## src/rtl/deser_queue_core.sv

```systemverilog
// Serial-to-word deserializer feeding a DEPTH-entry FIFO.
// Sample and dequeue rates come from internal clock-enable ticks.
module deser_queue_core #(
  parameter int DATA_W    = 8,
  parameter int DEPTH     = 8,
  parameter int DES_DIV   = 10,
  parameter int DEQ_DIV   = 100,
  parameter int MSB_FIRST = 1
) (
  input  logic                       clk,
  input  logic                       reset,
  input  logic                       data_in,
  input  logic                       write_in,
  input  logic                       dequeue_in,
  output logic [DATA_W-1:0]          data_out,
  output logic [$clog2(DEPTH+1)-1:0] len_out,
  output logic                       full_out,
  output logic                       empty_out,
  output logic                       status_out,
  output logic                       overflow_out
);

  localparam int PW = $clog2(DEPTH);
  localparam int LW = $clog2(DEPTH+1);
  localparam int BW = $clog2(DATA_W);
  localparam int SW = (DES_DIV > 1) ? $clog2(DES_DIV) : 1;
  localparam int QW = (DEQ_DIV > 1) ? $clog2(DEQ_DIV) : 1;

  logic [SW-1:0]     des_cnt;
  logic [QW-1:0]     deq_cnt;
  logic              des_tick;
  logic              deq_tick;
  logic [DATA_W-1:0] sr;
  logic [DATA_W-1:0] sr_nxt;
  logic [DATA_W-1:0] hold;
  logic [BW-1:0]     bcnt;
  logic              last_bit;
  logic              accept;
  logic              pop;
  logic              xfer;
  logic [PW-1:0]     wr_ptr;
  logic [PW-1:0]     rd_ptr;
  logic [DATA_W-1:0] mem [DEPTH];

  assign des_tick = (des_cnt == SW'(DES_DIV-1));
  assign deq_tick = (deq_cnt == QW'(DEQ_DIV-1));

  always_ff @(posedge clk) begin
    if (!reset) begin
      des_cnt <= '0;
      deq_cnt <= '0;
    end else begin
      des_cnt <= des_tick ? '0 : des_cnt + SW'(1);
      deq_cnt <= deq_tick ? '0 : deq_cnt + QW'(1);
    end
  end

  always_comb begin
    sr_nxt = {sr[DATA_W-2:0], data_in};
    if (MSB_FIRST == 0)
      sr_nxt = {data_in, sr[DATA_W-1:1]};
  end

  assign last_bit  = (bcnt == BW'(DATA_W-1));
  assign accept    = des_tick & write_in & ~status_out;
  assign full_out  = (len_out == LW'(DEPTH));
  assign empty_out = (len_out == '0);
  assign pop       = deq_tick & dequeue_in & ~empty_out;
  // A pop frees a slot on the same edge, so a full FIFO still accepts.
  assign xfer      = status_out & (~full_out | pop);

  always_ff @(posedge clk) begin
    if (!reset) begin
      sr           <= '0;
      bcnt         <= '0;
      hold         <= '0;
      status_out   <= 1'b0;
      overflow_out <= 1'b0;
    end else begin
      if (des_tick & write_in & status_out)
        overflow_out <= 1'b1;
      if (accept) begin
        if (last_bit) begin
          hold       <= sr_nxt;
          sr         <= '0;
          bcnt       <= '0;
          status_out <= 1'b1;
        end else begin
          sr   <= sr_nxt;
          bcnt <= bcnt + BW'(1);
        end
      end else if (xfer) begin
        status_out <= 1'b0;
      end
    end
  end

  always_ff @(posedge clk) begin
    if (!reset) begin
      wr_ptr  <= '0;
      rd_ptr  <= '0;
      len_out <= '0;
    end else begin
      if (xfer)
        wr_ptr <= wr_ptr + PW'(1);
      if (pop)
        rd_ptr <= rd_ptr + PW'(1);
      unique case ({xfer, pop})
        2'b10:   len_out <= len_out + LW'(1);
        2'b01:   len_out <= len_out - LW'(1);
        default: len_out <= len_out;
      endcase
    end
  end

  always_ff @(posedge clk) begin
    if (xfer)
      mem[wr_ptr] <= hold;
  end

  assign data_out = empty_out ? '0 : mem[rd_ptr];

endmodule

```

## config.mk

```make
export PLATFORM = sky130hd
export DESIGN_NAME = deser_queue_core
export DESIGN_NICKNAME = d
export VERILOG_FILES = /design/src/rtl/deser_queue_core.sv
export SDC_FILE = /design/constraint.sdc
export NUM_CORES = 1
export LEC_CHECK = 0
export BUFFER_PORTS_ARGS = -buffer_cell sky130_fd_sc_hd__buf_2
export CORE_UTILIZATION = 30
export CTS_BUF_LIST = sky130_fd_sc_hd__clkbuf_2 sky130_fd_sc_hd__clkbuf_4 sky130_fd_sc_hd__clkbuf_8
export DETAILED_ROUTE_END_ITERATION = 10
export PLACE_DENSITY = 0.56
export SYNTH_ARGS = -nofsm -noshare
export SYNTH_HDL_FRONTEND = slang
export SYNTH_SLANG_ARGS = --single-unit
```

## constraint.sdc

```tcl
create_clock -name clk -period 3.2 [get_ports clk]
set_input_delay 0.8 -clock clk [delete_from_list [all_inputs] [get_ports clk]]
set_output_delay 0.8 -clock clk [all_outputs]
set_load 0.01 [all_outputs]
```

-- Yosys cells after proc, flatten, opt, wreduce, memory -nomap -nowiden
Memories as Yosys holds them, arrays and structs flattened. A register that Yosys moved wholly into a read port is not among the register bits.
Index checks and enable logic that the tools add are counted.
W data, S select, Z words.
- register bits after elaboration: 41
- latch bits: 0
- RAM bits: 64
- memory bits (read-only): 0
- input port bits: 5
- output and inout bits: 16
- logic and storage cells: 54
- memories: 1
- $add $sub $neg: 7
- multipliers: 0
- divide/modulo/power cells: 0
- magnitude comparators: 0
- eq/ne operators: 7
- shift operators: 0
- muxes and demuxes: 11
- bitwise operators: 11
- reduce and logical (&&, ||, !) cells: 7
- memory list (memory ; depth ; bits a word ; read ports ; clocked after memory_dff ; wr ports ; RTL line ; source):
    mem ; 8 ; 8 ; 1 ; 1 ; 1 ; 43 ; logic [DATA_W-1:0] mem [DEPTH];
- operator list (cell ; number):
    $add A3 B1 Y3 const B ; 3
    $mux W3 ; 3
    $add A4 B1 Y4 const B ; 2
    $eq A4 B4 Y1 const B ; 2
    $mux W8 ; 1
    $pmux W4 S2 ; 1
    $add A7 B1 Y7 const B ; 1
    $eq A7 B7 Y1 const B ; 1
    $mux W7 ; 1
    $and A1 B1 Y1 ; 6
    $mux W1 ; 5
    $logic_not A4 Y1 ; 1
    $not A1 Y1 ; 4
    $reduce_and A2 Y1 ; 2
    $reduce_bool A2 Y1 ; 2
    $reduce_or A2 Y1 ; 2
    $sub A4 B1 Y4 const B ; 1
    $eq A3 B3 Y1 const B ; 1
    $eq A2 B1 Y1 const B ; 1
    $eq A2 B2 Y1 const B ; 1
    $ne A2 B2 Y1 const B ; 1
    $or A1 B1 Y1 ; 1

-- Logic depth before layout (Yosys ltp)
- word-level depth: 7
- depth in mapped cells: 10
- gate-level depth less buffers: 10

-- Worst setup path after synthesis
No wires, ideal clock.
- path type: input to register
- start point: input port dequeue_in
- end point: register len_out[3]
- library setup time: 0.125 ns
- arrival: 2.629 ns
- required time: 3.075 ns
- slack: 0.446 ns
- cell stages on the path: 9
- buffers on the path: 0
- path through: nand4_1 or4_2 or3_1 inv_1 ha_1 a21o_1 a21o_2 or4b_1 nand3_1
- cells in the longest elaborated chain, start to end: 6
- elaborated cells between the ends (all ways): 8
- classes of those cells: eq/ne: 2; mux: 1; bitwise: 4; reduce/logical: 1
- ends and longest elaborated chain (what ; RTL line ; source):
    from (decl) ; 14 ; input logic dequeue_in,
    $and A1 B1 Y1 * (2 in series) ; 68 ; assign pop = deq_tick & dequeue_in & ~empty_out;
    $or A1 B1 Y1 ; 70 ; assign xfer = status_out & (~full_out | pop);
    $and A1 B1 Y1 ; 70 ;
    $eq A2 B1 Y1 or $eq A2 B2 Y1 (tied branches) ; 108 ; unique case ({xfer, pop})
    $pmux W4 S2 or $reduce_bool A2 Y1 (tied branches) ; n/a ;
    to (signal assigned) ; 109 ; 2'b10: len_out <= len_out + LW'(1);
    to (signal assigned) ; 110 ; 2'b01: len_out <= len_out - LW'(1);
    to (signal assigned) ; 111 ; default: len_out <= len_out;
    to (decl) ; 16 ; output logic [$clog2(DEPTH+1)-1:0] len_out,
Mark *: on every way between the ends. The rest lies on a longest branch, timed or not.
A chain may end at the register's enable or synchronous reset.

==> reports/results.tsv <==
stage	metric	value	unit
sta	RSZ-0062 raised after global routing	false	
sta	max-slew violations	0	
sta	crit path time final	2.788	ns
synth	adder-cell area share of the yosys netlist	2.975	%
floorplanning	Initial Utilization	30.67	%
worst_setup_path	CP required	2.40	ns
clock_network	Clk Latency, worst-skew pair	0.38	ns
clock_network	Clock Pin Slew Worst Setup and Hold Paths	0.11	ns
drt	antenna violation net count after detailed routing	0	
floorplanning	die area	15350	um2
sta	clock skew	0.01236	ns
synth	post-synthesis compound-gate area fraction	4.519	%
sta	final period utilization	87.13	%
floorplanning	Ports	21	
drt	DRT iter0 DRCs	196	
clock_network	Longest Clk Path Bufs	2	
clock_network	CTS tree	done	
sta	maximum clock frequency	358.7	MHz
synth	register bit count reported by yosys	108	
synth	sequential-to-total area share from yosys stat	62.87	%
drt	detail-routed net length per standard cell	14.98	um
clock_network	cts hold-fix bufs	0	
synth	fraction of the mapped netlist area in simple logic gates	12.80	%
synth	Mapped Area	4458	um2
flow_run	max_cap viols	0	
drt	total number of vias	2493	
global_routing	Global Route Usage Sum	11.77	%
floorplanning	Core Rows	44	
hold_path	min-delay src	deq_cnt[0]$_SDFF_PP0_	
global_routing	first-pass GRT wire length	13340	um
drt	DRC viols	0	
global_routing	initial antenna violation count	0	
clock_network	Resize count post-CTS	0	
global_routing	vias in the first global route	2474	
synth	multiplexer share of the synthesized area	13.25	%
sta	Slew HR	61.37	%
placement	RePlAce Congestion	0.7512	
synth	largest family of logic cells by synthesized area	multiplexers	
placement	DP Area	4837	um2
sta	Worst Tran Pin Value	0.5774	ns
worst_setup_path	CP arrival	1.99	ns
floorplanning	Core Area	14530	um2
sta	Finish-stage setup viols	0	
drt	Routed WL	8043	um
cells_and_area	post-route cell area	5045	um2
pwr	Design Power	2344	uW
floorplanning	die width	123.9	um
cells_and_area	share of cells above drive strength 1	21.53	%
cells_and_area	ant diodes	0	
placement	final HPWL from detailed placement	5384	um
floorplanning	Die Ht	123.9	um
worst_setup_path	Crit Path Class	register to output pin	
synth	Post-synth ARST share	0	%
pwr	Pwr Density	464.6	nW/um2
clock_network	H-tree Lvls	3	
drt	mean number of vias per cell	4.642	
sta	Hold Vio Cnt, Final	0	
cells_and_area	# nets final	363	
placement	IO Port Bufs	20	
pwr	Static Leak	0.001729	uW
drt	drt first pass iters	4	
synth	gate count after technology mapping	318	
clock_network	postcts setup bufs	0	
clock_network	Num CTS Buffers	9	
sta	Setup Total Neg Slack	0	ns
global_routing	largest net degree at the start of global routing	31	
cells_and_area	Syn-to-layout area delta	13.16	%
worst_setup_path	worst reg2reg startpoint	deq_cnt[0]$_SDFF_PP0_	
outcome	status	finished clean	
clock_network	root buf cell	clkbuf_8	
synth	XOR/XNOR Fraction of Synth Area	1.375	%
pwr	VDD IR max	0.0002190	V
global_routing	final global-route overflow total	0	
synth	syn_nets	333	
synth	Post-synth top flop	edfxtp_1	
synth	Post-Syn Area per Cell	14.02	um2
synth	Unique masters post-synth	48	
worst_setup_path	CP Launch Type	register	
cells_and_area	Fillers	1441	
worst_setup_path	crit end category	output pin	
worst_setup_path	maximum fanout along the worst path	16	
clock_network	CTS Sinks	108	
synth	Yosys warnings	0	
synth	Post-synth EDFFs	64	
hold_path	Min-Delay Path Class	register to register	
-- metrics by stage --
step / hold WS (ns) / setup WS [ns] / std cells / util, %
2_1_floorplan: 0.4302 / 0.4461 / 318 / -
3_3_place_gp: 0.4460 / 0.2527 / 521 / 33.28
3_5_place_dp: 0.4546 / 0.2221 / 521 / 33.28
4_1_cts: 0.4808 / 0.3522 / 537 / 34.71
5_1_grt: 0.5057 / 0.2471 / 537 / 34.71
6_report: 0.4719 / 0.4118 / 537 / 34.71
-- cells by family (layout without fill, tap and decap cells) --
logic type / Yosys count / count (layout)
AND/OR/NAND/NOR: 103 / 103
multiplexers: 39 / 39
XOR/XNOR: 7 / 7
AO/OA/AOI/OAI: 28 / 28
flip-flops: 108 / 108
adder cells (fa/ha/maj): 10 / 10
buffers and inverters: 23 / 58
-- worst paths after layout --
| kind | slack [ns] | cells after the start | end |
|---|---|---|---|
| worst max-delay path | 0.41 | 5 | data_out[0] |
| worst min register to register | 0.47 | 1 | deq_cnt[0]$_SDFF_PP0_ |
| worst max register to register | 0.45 | 10 | len_out[3]$_SDFFE_PN0P_ |
| worst min-delay path | 0.47 | 1 | deq_cnt[0]$_SDFF_PP0_ |
-- cell usage after synthesis, types with 2 or more instances --
cell type	n	area [um2]
o21ai_0	3	15.01
nand3_1	5	25.02
a211oi_1	2	15.01
nor2_1	19	71.32
mux4_2	16	360.4
ha_1	9	112.6
inv_1	8	30.03
nand2_1	27	101.4
nor3b_1	3	22.52
xnor2_1	3	26.28
buf_1	2	7.510
and2_1	4	25.02
nand4_1	2	12.51
mux2i_1	23	230.2
dfxtp_1	44	880.8
nor4_1	2	12.51
nor4b_1	3	26.28
a21boi_0	10	75.07
a21oi_1	3	15.01
or3_1	4	25.02
a21boi_1	2	15.01
xor2_1	4	35.03
edfxtp_1	64	1922
nor3_1	3	15.01
nand2b_1	3	18.77
clkbuf_1	8	30.03
nand3b_1	8	60.06
nor2b_1	11	68.82
buf_2	4	20.02
-- flip-flops by register name, indices dropped and copies added, names as in the netlist, named ones only --
signal,cells
overflow_out,1
mem,64
deq_cnt,7
sr,7
status_out,1
bcnt,3
rd_ptr,3
hold,8
len_out,4
wr_ptr,3
des_cnt,4
-- critical path, cell delays in order, from the launching register on --
cell	delay, ns
dfxtp_1	0.32
buf_4	0.31
mux4_2	0.56
mux2i_1	0.21
nor2_1	0.06
buf_2	0.14
-- cells in the final DEF, fill, tap and decap left out, types with 2 or more instances in the layout --
master,n
clkbuf_8,9
nand4_1,2
mux2i_1,23
o21ai_0,3
nor3b_1,3
edfxtp_1,64
a211oi_1,2
nor2b_1,11
mux4_2,16
a21boi_0,10
buf_2,20
dfxtp_1,44
a21oi_1,3
xnor2_1,3
inv_6,2
xor2_1,4
nor3_1,3
ha_1,9
and2_1,4
nand3_1,5
nand2b_1,3
nor2_1,19
inv_1,8
nand3b_1,8
buf_4,14
a21boi_1,2
inv_8,3
or3_1,4
nand2_1,27
clkinv_8,2
nor4b_1,2
-- area by class of cell --
cell class                 count  area, um2  share of cell area, %
clock inverter                 7      83.83                  1.662
timing repair buffer          34      205.2                  4.067
clock buffer                   9      123.9                  2.455
sequential                   108       2803                  55.56
multi-input combinational    187       1569                  31.10
inverter                       8      30.03                 0.5952
tap                          184      230.2                  4.563
-- power by group --
group | switching, uW | total (uW) | leakage (uW) | internal (uW)
logic | 17.3 | 31.8 | 0.000675 | 14.5
registers | 6.22 | 1470 | 0.000948 | 1460
clock network | 527 | 846 | 0.000106 | 318
total | 551 | 2340 | 0.00173 | 1790
-- routing by layer --
| metal | share of wire (%) | track usage [%] |
|---|---|---|
| met1 | 47 | 15.33 |
| met2 | 48 | 18.72 |
| met5 | 0 | 0 |
| met4 | 1.7 | 4.688 |
| met3 | 3.5 | 3.022 |
Note: power is estimated with default switching activity, not from simulation.
